## config.mk

```make
export PLATFORM = sky130hd
export DESIGN_NAME = zero_drop_cr_flat
export DESIGN_NICKNAME = d
export VERILOG_FILES = /design/src/rtl/zero_drop_pkg.sv /design/src/rtl/zero_drop_cr_if.sv /design/src/rtl/zd_sync_fifo.sv /design/src/rtl/zero_drop_cr.sv /design/src/flat_wrapper.sv
export SDC_FILE = /design/constraint.sdc
export NUM_CORES = 1
export LEC_CHECK = 0
export ABC_AREA = 0
export BUFFER_PORTS_ARGS = -buffer_cell sky130_fd_sc_hd__buf_2
export CORE_ASPECT_RATIO = 1.75
export CORE_UTILIZATION = 40
export DETAILED_ROUTE_END_ITERATION = 12
export SKIP_LAST_GASP = 1
export SLEW_MARGIN = 20
export SYNTH_ARGS = -nofsm -noshare
export SYNTH_HDL_FRONTEND = slang
export SYNTH_SLANG_ARGS = --single-unit
```

## constraint.sdc

```tcl
create_clock -name clk -period 5.05 [get_ports clk]
set_clock_uncertainty 0.05 [all_clocks]
set_input_delay 0.2525 -clock clk [delete_from_list [all_inputs] [get_ports clk]]
set_output_delay 0.2525 -clock clk [all_outputs]
set_load 0.005 [all_outputs]
```

## src/rtl/zero_drop_pkg.sv

```systemverilog
// Shared definitions for the zero-drop stream filter.
// Token layout: bit 16 is eos, bits 15:0 are payload.
//   eos=0                      -> data token
//   eos=1, payload[9:8]=2'b01  -> done token
//   eos=1, anything else       -> stop token (level in payload[7:0])
package zero_drop_pkg;

    localparam int         TOK_EOS_BIT = 16;
    localparam logic [1:0] TOK_STOP    = 2'b00;
    localparam logic [1:0] TOK_DONE    = 2'b01;

    typedef enum logic [1:0] {
        START = 2'd0,
        PASS  = 2'd1,
        DONE  = 2'd2
    } zd_state_t;

    function automatic logic tok_is_done(input logic [16:0] tok);
        return tok[TOK_EOS_BIT] && (tok[9:8] == TOK_DONE);
    endfunction

    // Reserved stop encodings (payload[9:8] = 2'b10/2'b11) also count as stop.
    function automatic logic tok_is_stop(input logic [16:0] tok);
        return tok[TOK_EOS_BIT] && ((tok[9:8] == TOK_STOP) || (tok[9:8] != TOK_DONE));
    endfunction

endpackage

```

## src/rtl/zero_drop_cr_if.sv

```systemverilog
// Token stream bundle for zero_drop_cr.
//   data_in / data_in_valid / data_in_ready    : upstream side
//   data_out / data_out_valid / data_out_ready : downstream side
// slave  : view used by the filter itself.
// master : view used by whatever drives the filter (upstream + downstream).
interface zero_drop_cr_if #(
    parameter int DATA_WIDTH = 16
);
    logic [DATA_WIDTH:0] data_in;
    logic                data_in_valid;
    logic                data_in_ready;
    logic [DATA_WIDTH:0] data_out;
    logic                data_out_valid;
    logic                data_out_ready;

    modport slave (
        input  data_in,
        input  data_in_valid,
        output data_in_ready,
        output data_out,
        output data_out_valid,
        input  data_out_ready
    );

    modport master (
        output data_in,
        output data_in_valid,
        input  data_in_ready,
        input  data_out,
        input  data_out_valid,
        output data_out_ready
    );
endinterface

```

## src/rtl/zd_sync_fifo.sv

```systemverilog
// Synchronous FIFO used for both the input and output token queues.
// Ports:
//   clk, rst      : clock, synchronous active-high reset (pointers/count only)
//   en            : advance enable; push/pop are ignored while low
//   push, data_in : write request and word (ignored when full)
//   pop           : read request (ignored when empty)
//   data_out      : head word, reads zero while empty
//   full, empty   : occupancy flags
module zd_sync_fifo #(
    parameter int DEPTH = 8,
    parameter int WIDTH = 17
) (
    input  logic             clk,
    input  logic             rst,
    input  logic             en,
    input  logic             push,
    input  logic             pop,
    input  logic [WIDTH-1:0] data_in,
    output logic [WIDTH-1:0] data_out,
    output logic             full,
    output logic             empty
);
    localparam int AW = $clog2(DEPTH);

    logic [WIDTH-1:0] mem [DEPTH];
    logic [AW-1:0]    wr_ptr;
    logic [AW-1:0]    rd_ptr;
    logic [AW:0]      count;
    logic             do_push;
    logic             do_pop;

    assign full    = (count == (AW+1)'(DEPTH));
    assign empty   = (count == '0);
    assign do_push = en & push & ~full;
    assign do_pop  = en & pop & ~empty;

    // Storage is not reset; the empty flag masks stale contents.
    assign data_out = empty ? '0 : mem[rd_ptr];

    always_ff @(posedge clk) begin
        if (rst) begin
            wr_ptr <= '0;
            rd_ptr <= '0;
            count  <= '0;
        end else begin
            if (do_push) wr_ptr <= wr_ptr + 1'b1;
            if (do_pop)  rd_ptr <= rd_ptr + 1'b1;
            if (do_push && !do_pop)      count <= count + 1'b1;
            else if (do_pop && !do_push) count <= count - 1'b1;
        end
    end

    always_ff @(posedge clk) begin
        if (do_push) mem[wr_ptr] <= data_in;
    end
endmodule

```

## src/rtl/zero_drop_cr.sv

```systemverilog
// Zero-drop stream filter placed ahead of the reduce/accumulate stage.
// Removes zero-valued data tokens (when drop_en=1); stop and done tokens
// always pass so fiber structure survives, including all-zero fibers.
// Ports:
//   clk, rst        : clock, synchronous active-high reset
//   clk_en          : global enable, all state holds when low
//   tile_en         : tile enable for the FIFOs (gclk = clk & tile_en, done
//                     here as an enable so the FSM never outruns the FIFOs)
//   drop_en         : 1 = drop zero data tokens, 0 = passthrough
//   bus             : token stream (zero_drop_cr_if.slave)
//   dropped_count   : zeros dropped since the last done token, saturating
//   stream_done     : one-cycle pulse when a done token enters the output FIFO
module zero_drop_cr
    import zero_drop_pkg::*;
#(
    parameter int FIFO_DEPTH = 8,
    parameter int DATA_WIDTH = 16
) (
    input  logic                 clk,
    input  logic                 rst,
    input  logic                 clk_en,
    input  logic                 tile_en,
    input  logic                 drop_en,
    zero_drop_cr_if.slave        bus,
    output logic [15:0]          dropped_count,
    output logic                 stream_done
);
    localparam int TW = DATA_WIDTH + 1;

    zd_state_t       state;
    zd_state_t       next_state;
    logic            en;
    logic [TW-1:0]   head;
    logic            in_full;
    logic            in_empty;
    logic            out_full;
    logic            out_empty;
    logic            in_pop;
    logic            out_push;
    logic            drop_tok;
    logic            done_push;
    logic            hv;
    logic            head_done;
    logic            head_zero;

    function automatic logic [15:0] sat_inc(input logic [15:0] v);
        return (v == 16'hFFFF) ? v : v + 16'd1;
    endfunction

    assign en = clk_en & tile_en;

    zd_sync_fifo #(.DEPTH(FIFO_DEPTH), .WIDTH(TW)) u_in_fifo (
        .clk      (clk),
        .rst      (rst),
        .en       (en),
        .push     (bus.data_in_valid),
        .pop      (in_pop),
        .data_in  (bus.data_in),
        .data_out (head),
        .full     (in_full),
        .empty    (in_empty)
    );

    zd_sync_fifo #(.DEPTH(FIFO_DEPTH), .WIDTH(TW)) u_out_fifo (
        .clk      (clk),
        .rst      (rst),
        .en       (en),
        .push     (out_push),
        .pop      (bus.data_out_ready),
        .data_in  (head),
        .data_out (bus.data_out),
        .full     (out_full),
        .empty    (out_empty)
    );

    assign bus.data_in_ready  = ~in_full;
    assign bus.data_out_valid = ~out_empty;

    assign hv        = ~in_empty;
    assign head_done = tok_is_done(head);
    // drop_en is looked at only when the token is actually popped.
    assign head_zero = drop_en & ~head[DATA_WIDTH] & (head[DATA_WIDTH-1:0] == '0);

    always_ff @(posedge clk) begin
        if (rst)     state <= START;
        else if (en) state <= next_state;
    end

    always_comb begin
        next_state = state;
        in_pop     = 1'b0;
        out_push   = 1'b0;
        drop_tok   = 1'b0;
        done_push  = 1'b0;
        unique case (state)
            START: begin
                if (hv) next_state = head_done ? DONE : PASS;
            end
            PASS: begin
                if (hv) begin
                    if (head_done) begin
                        next_state = DONE;
                    end else if (head_zero) begin
                        // A drop never touches the output FIFO, so it
                        // proceeds even under downstream backpressure.
                        in_pop   = 1'b1;
                        drop_tok = 1'b1;
                    end else if (!out_full) begin
                        in_pop   = 1'b1;
                        out_push = 1'b1;
                    end
                end
            end
            DONE: begin
                if (hv && !out_full) begin
                    in_pop     = 1'b1;
                    out_push   = 1'b1;
                    done_push  = 1'b1;
                    next_state = START;
                end
            end
            default: next_state = START;
        endcase
    end

    always_ff @(posedge clk) begin
        if (rst) begin
            dropped_count <= '0;
            stream_done   <= 1'b0;
        end else begin
            // The pulse must not stretch while the block is stalled.
            stream_done <= en & done_push;
            if (en) begin
                if (done_push)     dropped_count <= '0;
                else if (drop_tok) dropped_count <= sat_inc(dropped_count);
            end
        end
    end
endmodule

```

## src/flat_wrapper.sv

```systemverilog
// flat-port wrapper written by rule: the top's interface ports become plain ports
module zero_drop_cr_flat import zero_drop_pkg::*;
#(
    parameter int FIFO_DEPTH = 8,
    parameter int DATA_WIDTH = 16
)
  (clk, rst, clk_en, tile_en, drop_en, dropped_count, stream_done, bus_data_in, bus_data_in_valid, bus_data_in_ready, bus_data_out, bus_data_out_valid, bus_data_out_ready);
  zero_drop_cr_if #(.DATA_WIDTH(DATA_WIDTH)) bus_i ();
  input  logic clk;
  input  logic rst;
  input  logic clk_en;
  input  logic tile_en;
  input  logic drop_en;
  output logic [15:0] dropped_count;
  output logic stream_done;
  input wire logic [$bits(bus_i.data_in)-1:0] bus_data_in;
  input wire logic [$bits(bus_i.data_in_valid)-1:0] bus_data_in_valid;
  output wire logic [$bits(bus_i.data_in_ready)-1:0] bus_data_in_ready;
  output wire logic [$bits(bus_i.data_out)-1:0] bus_data_out;
  output wire logic [$bits(bus_i.data_out_valid)-1:0] bus_data_out_valid;
  input wire logic [$bits(bus_i.data_out_ready)-1:0] bus_data_out_ready;
  assign bus_i.data_in = bus_data_in;
  assign bus_i.data_in_valid = bus_data_in_valid;
  assign bus_data_in_ready = bus_i.data_in_ready;
  assign bus_data_out = bus_i.data_out;
  assign bus_data_out_valid = bus_i.data_out_valid;
  assign bus_i.data_out_ready = bus_data_out_ready;
  zero_drop_cr #(.FIFO_DEPTH(FIFO_DEPTH), .DATA_WIDTH(DATA_WIDTH)) u_core (.clk(clk), .rst(rst), .clk_en(clk_en), .tile_en(tile_en), .drop_en(drop_en), .bus(bus_i), .dropped_count(dropped_count), .stream_done(stream_done));
endmodule
```

* After elaboration in Yosys (flattened, before gate mapping)
Memory sizes are Yosys's and may differ from the RTL's. A register that Yosys moved wholly into a read port is not among the register bits.
Cells that the tools add are included.
** Cells by class
- Add/subtract/negate cells :: 9
- $mul :: 0
- Divide/modulo/power cells :: 0
- Order comparisons :: 0
- Equality and inequality tests :: 11
- Shifts and indexed selects :: 0
- Multiplexer cells :: 38
- Bitwise logic cells :: 17
- Reductions and logical operators :: 20
** Operators with widths (number)
- two-way mux 16 bit :: 3
- two-way mux 17 bit :: 2
- two-way mux 1 bit :: 17
- adder 16 x 1 -> 16 bit (second input constant) :: 1
- == test 16 bit (second input constant) :: 1
- logical NOT 16 bit :: 1
- two-way mux 4 bit :: 4
- adder 3 x 1 -> 3 bit (second input constant) :: 4
- bitwise AND 1 bit :: 12
- two-way mux 3 bit :: 4
- two-way mux 2 bit :: 5
- adder 4 x 1 -> 4 bit (second input constant) :: 2
- == test 4 bit (second input constant) :: 2
- logical NOT 4 bit :: 2
- subtractor 4 x 1 -> 4 bit (second input constant) :: 2
- logical AND 1 bit :: 6
- != test 2 x 1 -> 1 bit (second input constant) :: 3
- case mux 2 bit (3 select lines) :: 1
- nonzero test 2 bit :: 3
- logical NOT 1 bit :: 5
- NOT 1 bit :: 5
- AND reduction 5 bit :: 1
- == test 2 x 1 -> 1 bit (second input constant) :: 2
- != test 2 bit (second input constant) :: 2
- 4 further kinds :: 5
** Word-level totals
- Flip-flop bits (word level) :: 39
- Latch bits :: 0
- RAM bits :: 272
- Memory bits (read-only) :: 0
- Input bits :: 24
- Output and inout port bits :: 36
- Logic and storage cells :: 106
- Memories kept :: 2
** Memory list
- u_core.u_in_fifo.mem :: depth 8, bits a word 17, rd ports 1, clocked after Yosys merged registers in 1, wr ports 1, line zd_sync_fifo.sv:25 : logic [WIDTH-1:0] mem [DEPTH];
- u_core.u_out_fifo.mem :: depth 8, bits a word 17, rd ports 1, clocked after Yosys merged registers in 1, wr ports 1, line zd_sync_fifo.sv:25

* Longest topological paths before layout
Gate-level depths: netlist (run 1).
- Depth in word-level cells :: 15
- Depth in mapped cells :: 18

* Cells and area by module
A second synthesis (run 1) with hierarchy kept.
** Unflattened totals
- Cell total of the unflattened synthesis :: 731
- Area total of the unflattened synthesis :: 12918.6 um2
** By module, submodules not included
- zd_sync_fifo :: times used 2, cells an instance 288, area each 5855.6 um2
- zero_drop_cr :: times used 1, cells an instance 155, area each 1207.4 um2

* Worst setup path after synthesis (run 1)
No wires, ideal clock.
- Kind :: reg2reg
- Start :: register (tool-made name)
- End :: memory u_core.u_out_fifo.mem[1][0], enable pin
- Setup time :: 0.416 ns
- Arrival :: 3.229 ns
- Path slack :: 1.355 ns
- Cell stages (with the launch flop) :: 11
- Period minus slack after synthesis :: 3.695 ns
- Path through :: dfxtp_1 -> buf_6 -> and2_1 -> clkbuf_2 -> a22oi_1 -> and3_1 -> o31a_1 -> o211ai_1 -> a21oi_2 -> nand2b_1 -> nor3b_1
** RTL lines (line)
- end, declared :: zd_sync_fifo.sv:25

* Worst setup path after layout (run 1)
- Start :: register u_core.u_in_fifo.count[0]
- End :: register u_core.u_in_fifo.count[3]
** RTL lines
- start, declared :: line zd_sync_fifo.sv:28 : logic [AW:0] count;
- start signal, assigned :: line zd_sync_fifo.sv:48 : if (do_push && !do_pop) count <= count + 1'b1;
- start signal, assigned :: line zd_sync_fifo.sv:49 : else if (do_pop && !do_push) count <= count - 1'b1;
- logical NOT 4 bit (*) :: line zd_sync_fifo.sv:33 : assign empty = (count == '0);
- two-way mux 17 bit (*) :: line zd_sync_fifo.sv:38 : assign data_out = empty ? '0 : mem[rd_ptr];
- named net u_core.head[9] :: line zero_drop_cr.sv:33 : logic [TW-1:0] head;
- logical NOT 16 bit :: line zero_drop_cr.sv:82 : assign head_zero = drop_en & ~head[DATA_WIDTH] & (head[DATA_WIDTH-1:0] == '0);
- bitwise AND 1 bit :: line zero_drop_cr.sv:82
- two-way mux 1 bit :: line zero_drop_cr.sv:103 : end else if (head_zero) begin
- two-way mux 1 bit (*) :: line zero_drop_cr.sv:101 : if (head_done) begin
- two-way mux 1 bit (*) :: line zero_drop_cr.sv:100 : if (hv) begin
- case mux 1 bit (2 select lines) (*) :: line zero_drop_cr.sv:95 : unique case (state)
- bitwise AND 1 bit (*) (2 in a row) :: line zd_sync_fifo.sv:35 : assign do_pop = en & pop & ~empty;
- logical NOT 1 bit :: line zd_sync_fifo.sv:48
- logical AND 1 bit :: line zd_sync_fifo.sv:48
- two-way mux 4 bit / nonzero test 2 bit (equally long branches)
Mark *: on every way through the listed nets, which the timed path passes. The rest lies on a longest branch. The select of a mux whose other input is x is not followed.
A chain may end at the register's enable or synchronous reset.

==> flow_summary.toml, run 1 <==
[clock_network]
clock_latency_ns = 0.54
cts.sinks = 317
cts_made_buffers = 27
cts_tree = "done"
hold_buffers = 17
htreeDepth = 1
path_clk_slew_ns = 0.07
cts_setup_buffers = 0
cts_resized = 0
clk_path_buf_depth = 3
cts-root-buf = "clkbuf_16"

[logic_synthesis]
post_synth_instance_area_um2 = 12800
yosysWarningCount = 0
synth_seq_area_share = 0.708
synth.distinct_cells = 53
synth_top_flop_cell = "edfxtp_1"
postSynthCellCount = 781
syn_avg_cell_area_um2 = 16.4
ys_seq_elements = 317
synth_edf_count = 272
async_reset_ff_frac = 0
synth_nets = 821

[timing]
finalHoldViolCount = 0
worst_pin_slew_ns = 1.06
setup-tns-final_ns = 0
fin_crit_ns = 4.06
timing.final.crit_share = 0.803
finalMaxSlewViolations = 0
clock.fmax_mhz = 247
max-slew-margin-rel = 0.291
setup_viol = 0
rsz0062_at_grt = "false"

[die]
die_height_um = 239
die_x_um = 137
dieArea_um2 = 32800
num_rows = 86
boundaryPins = 60
coreArea_um2 = 31500
start_util = 0.407

[pwr]
power_mw = 5.12
ir_worst_vdd_v = 0.000224
p_per_area_nw_per_um2 = 348
p_leak_nw = 4.81

[drt]
detail_route.wirelength_um = 27000
antenna_left = 0
routed_via_density = 5.30
drc = 0
vias = 6833
first_pass_iters = 5
drt-initial-drc-count = 293
wl_per_cell_um = 20.9

[flow_run]
maxCapViolations = 0

[worst_setup_path]
crit_chain = "nor3_1 -> nand2b_1 -> and3_1 -> nand4b_1 -> nor2_1 -> a31o_2 -> nand2_1 -> ha_1 -> inv_1 -> ha_1 -> a21o_1 -> a21oi_1 -> xnor2_1 -> or3_1 -> a21oi_1"
crit_type = "register to register"
cp-end-kind = "register"
cp.arrival_ns = 4.48
path_delay_family = "simple AND/OR/NAND/NOR gates"
cp_max_fo = 18
critical_path.slowest_cell = "nand2b_1"
cp_num_buf_inv = 1
cpPeakStageDelay_ns = 0.48
startpoint_type = "register"
cp.required_ns = 5.47

[grt]
antenna_found_initial = 1
gr-usage-all-layers = 0.172
grt_pass1_vias = 7117
grt_max_degree = 31
overflow = 0
grt_pass1_wl_um = 41500

[min_path]
hold_path_class = "primary input to register"

[place]
place.gp.congestion = 0.804
hpwl_um = 17800
portBuffers = 59

[status]
status = "finished, final reports clean"

[finish]
drive_above_1_share = 0.204
layout.nets = 913
areaGrowthSynthToFinish_pct = 14.8
n_antenna_cell = 0
-- metrics by stage --
step / std cells / setup slack, ns / instance area [um2] / hold WS, ns / utilization
floorplan: 781 / 1.36 / 12800 / 0.301 / -
global placement: 1223 / 1.08 / 13700 / 0.435 / 0.433
detailed placement: 1223 / 0.982 / 13700 / 0.440 / 0.433
CTS: 1289 / 0.968 / 14700 / 0.150 / 0.466
global route: 1289 / 0.630 / 14700 / 0.162 / 0.467
finish: 1289 / 0.994 / 14700 / 0.155 / 0.467
-- layout make-up --
class,count,area (um2)
well taps,396,495
multi-input cells,403,3520
clock inverters,13,140
clock buffers,36,741
fillers,2701,16800
inverters,24,90.1
flip-flops and latches,317,9070
repair buffers,100,658
-- power breakdown --
group	internal (mW)	total (mW)	leakage [nW]	switching, mW
clock network	1.18	2.07	0.427	0.886
registers	2.86	2.87	2.82	0.00613
logic	0.0513	0.178	1.55	0.126
total	4.10	5.12	4.81	1.02
-- cells in the mapped netlist (2+ instances only) --
cell,number,area (um2)
nand4_1,9,56.3
nand2b_1,7,43.8
buf_2,8,40.0
nand2_1,22,82.6
inv_1,24,90.1
nor3_1,7,35.0
clkbuf_1,11,41.3
nor2_1,51,191
or4_1,9,67.6
buf_6,5,56.3
or3_1,10,62.6
a21oi_1,29,145
a22oi_1,28,210
o31ai_1,9,67.6
mux2i_1,84,841
and4_1,2,17.5
dfxtp_1,45,901
nand4b_1,2,17.5
mux4_2,38,856
and3_1,4,25.0
edfxtp_1,272,8170
nor3b_1,4,30.0
and2_1,3,18.8
o21ai_0,12,60.1
xor2_1,4,35.0
nor4_1,2,12.5
xnor2_1,6,52.6
a21o_1,2,15.0
ha_1,14,175
nand3_1,24,120
fa_1,2,40.0
buf_4,5,37.5
buf_1,7,26.3
-- layer usage --
| metal | wire, um | track usage | up-vias |
|---|---|---|---|
| li1 | - | - | 3229 |
| met1 | 10100 | 0.182 | 3456 |
| met4 | 822 | 0.0696 | 2 |
| met3 | 709 | 0.0201 | 44 |
| met5 | 13 | 0 | - |
| met2 | 15300 | 0.336 | 102 |
-- worst paths after layout --
check                                                             start  slack (ns)                                     end  cells past startpoint
worst max-delay path             u_core.u_in_fifo.count[0]$_SDFFE_PP0P_        0.99  u_core.u_in_fifo.count[3]$_SDFFE_PP0P_                     15
worst min register to register  u_core.u_in_fifo.rd_ptr[1]$_SDFFE_PP0P_        0.44                                register                      2
worst min-delay path                                                rst        0.16  u_core.u_in_fifo.count[1]$_SDFFE_PP0P_                      2
worst max register to register   u_core.u_in_fifo.count[0]$_SDFFE_PP0P_        0.99  u_core.u_in_fifo.count[3]$_SDFFE_PP0P_                     15
-- state kept, by name, indices dropped and copies added (netlist names), named ones only --
register and flops:
u_core.u_in_fifo.rd_ptr 3, u_core.u_out_fifo.count 4, u_core.state 2, u_core.u_in_fifo.count 4
u_core.dropped_count 16, u_core.u_in_fifo.mem 136, u_core.u_in_fifo.wr_ptr 3, u_core.u_out_fifo.mem 136
u_core.u_out_fifo.rd_ptr 3, u_core.stream_done 1, u_core.u_out_fifo.wr_ptr 3
-- kinds of logic (layout without fill, tap and decap cells) --
group / after synthesis / count (layout) / synth area share
XOR/XNOR: 10 / 10 / 0.00683
AO/OA/AOI/OAI: 90 / 90 / 0.0456
adder cells (fa/ha/maj): 16 / 16 / 0.0168
AND/OR/NAND/NOR: 164 / 164 / 0.0668
multiplexers: 123 / 123 / 0.133
flip-flops: 317 / 317 / 0.708
buffers and inverters: 61 / 173 / 0.0231
-- cell usage in the layout, fill, tap and decap left out, drive strengths merged, types with 2 or more instances in the layout --
| cell type | count |
|---|---|
| and3 | 4 |
| dfxtp | 45 |
| mux4 | 38 |
| or3 | 10 |
| clkinv | 8 |
| ha | 14 |
| fa | 2 |
| bufinv | 3 |
| dlygate4sd3 | 17 |
| clkbuf | 36 |
| o31ai | 9 |
| and4 | 2 |
| xnor2 | 6 |
| inv | 25 |
| mux2i | 84 |
| nor3b | 5 |
| nand2b | 7 |
| nand4 | 9 |
| nor2 | 52 |
| and2 | 3 |
| buf | 83 |
| o21ai | 12 |
| a21oi | 30 |
| nor3 | 9 |
| a21o | 2 |
| nand4b | 2 |
| nand3 | 24 |
| nand2 | 22 |
| a22oi | 28 |
| xor2 | 4 |
| edfxtp | 272 |
| or4 | 9 |
| nor4 | 2 |
| and2b | 2 |
No activity file was read; power rests on OpenSTA's default activity.
==> inputs of run 2 (changes only) <==
clock period = 3.67 ns   (was 5.05 ns; I/O delays follow)
==> flow_summary.toml, run 2 (synthesis gave the netlist of run 1 again) <==
[status]
status = "finished, final reports clean"

[worst_setup_path]
cp_max_fo = 7
rr_worst_depth = 17
cp.required_ns = 4.10
rrSetupSlack_ns = 0.15
startpoint_type = "register"
cp.arrival_ns = 3.95
r2r-end = "u_core.u_out_fifo.count[3]$_SDFFE_PP0P_"
crit_type = "register to register"
cp-end-kind = "register"

[timing]
fin_crit_ns = 3.52
setup_viol = 0
clock.fmax_mhz = 284
finalMaxSlewViolations = 0
finalHoldViolCount = 0
worst_pin_slew_ns = 0.660
timing.final.crit_share = 0.960
max-slew-margin-rel = 0.557
rsz0062_at_grt = "false"
setup_slack_ns = 0.146
setup-tns-final_ns = 0

[pwr]
clkPwrFrac = 0.420
p_comb_frac = 0.041
p_per_area_nw_per_um2 = 479
power.switching_mw = 1.48
p_leak_nw = 5.09
power_frac_seq = 0.539
ir_worst_vdd_v = 0.000342
internal_power_mw = 5.85
switching_share = 0.202

[die]
boundaryPins = 60
die_x_um = 137
die_height_um = 239
start_util = 0.407
coreArea_um2 = 31500
num_rows = 86
dieArea_um2 = 32800

[min_path]
hold_path_class = "primary input to register"
worstHoldEndpoint = "u_core.u_out_fifo.wr_ptr[1]$_SDFFE_PP0P_"
hold_path_startpoint = "rst"
hold_depth = 2

[finish]
areaGrowthSynthToFinish_pct = 19.2
layout.nets = 959
final_cell_mix = "272 x edfxtp_1, 83 x mux2i_1, 59 x buf_2"
top_regs = "u_core.u_in_fifo.mem x136, u_core.u_out_fifo.mem x136, u_core.dropped_count x16"
final_area_um2 = 15300
drive_above_1_share = 0.258
layout_commonest_cell = "edfxtp_1"

[drt]
detail_route.wirelength_um = 27700
routed_via_density = 5.28
vias = 7050
first_pass_iters = 4
drc = 0
drt-initial-drc-count = 255
wl_per_cell_um = 20.7
antenna_left = 0

[clock_network]
cts.sinks = 317
cts-root-buf = "clkbuf_16"
cts_made_buffers = 27
htreeDepth = 1
clk_path_buf_depth = 3
path_clk_slew_ns = 0.07
clock_latency_ns = 0.55
cts_tree = "done"

[grt]
antenna_found_initial = 0
grt_pass1_vias = 7278
grt_max_degree = 35
grt_pass1_wl_um = 41600
overflow = 0
gr-usage-all-layers = 0.174

[place]
detailed_place.area_um2 = 14000
portBuffers = 59
hpwl_um = 18700
place.gp.congestion = 0.783
pre_cts_ws_ns = 0.0991

[flow_run]
maxCapViolations = 0
## run 2: timing repair
item,4_1_cts,5_1_grt
hold buffers,17,0
endpoints found under the hold margin,136,0
gates resized for setup,0,10
endpoints found under the setup margin,0,2
setup buffers,0,5
## run 2: area by class of cell
class,instances,area [um2]
clock buffer,30,697
fill,2688,16200
tap,396,495
multi-input combinational,403,3530
antenna,1,2.50
timing repair buffer,146,1130
inverter,24,90.1
sequential,317,9080
clock inverter,18,258
## run 2: metal layers
| metal | up-vias | GRT usage | part of all wire |
|---|---|---|---|
| met2 | 119 | 0.344 | 0.58 |
| met1 | 3561 | 0.181 | 0.36 |
| met5 | - | 0 | 0 |
| met3 | 51 | 0.0187 | 0.029 |
| met4 | 0 | 0.0663 | 0.029 |
| li1 | 3319 | - | - |
## run 2: per-stage QoR
stage,hold WS [ns],utilization,power (mW),std cells
final,0.0804,0.485,7.33,1335
after global routing,0.106,0.485,7.54,1334
after CTS,0.0669,0.481,7.39,1327
after detailed placement,0.405,0.446,4.31,1262
after global placement,0.397,0.446,4.31,1262
after floorplan,0.232,-,4.16,781
## run 2: critical path: stages (launching register included)
cell and delay (ns):
dfxtp_4 0.42, buf_6 0.17, clkbuf_16 0.17, mux2i_1 0.21, a22oi_1 0.11, nand3_1 0.12
nand4_1 0.19, nor3_4 0.32, a21oi_2 0.12, buf_12 0.15, ha_1 0.21, inv_1 0.11
ha_1 0.23, a21o_1 0.18, a21oi_1 0.17, xnor2_1 0.09, or3_1 0.30, a21oi_1 0.13
## run 2: power groups by stage
stage	sequential (mW)	combinational (mW)	clock, mW
floorplan	4.03	0.135	0
global placement	4.03	0.279	0
detailed placement	4.03	0.287	0
CTS	3.95	0.302	3.14
global route	3.95	0.330	3.27
finish	3.95	0.303	3.07
## run 2: worst max-delay path by stage
stage	startpoint	end	slack [ns]	cells past startpoint
after detailed placement	register	u_core.u_out_fifo.count[3]$_SDFFE_PP0P_	0.1	17
final	register	u_core.u_out_fifo.count[3]$_SDFFE_PP0P_	0.15	17
after CTS	register	u_core.u_out_fifo.count[3]$_SDFFE_PP0P_	0.06	17
after floorplan	register	u_core.u_out_fifo.mem[0][0]$_DFFE_PP_	0.09	10
after global routing	register	u_core.u_in_fifo.count[3]$_SDFFE_PP0P_	0.007	17
after global placement	register	u_core.u_out_fifo.count[3]$_SDFFE_PP0P_	0.1	17
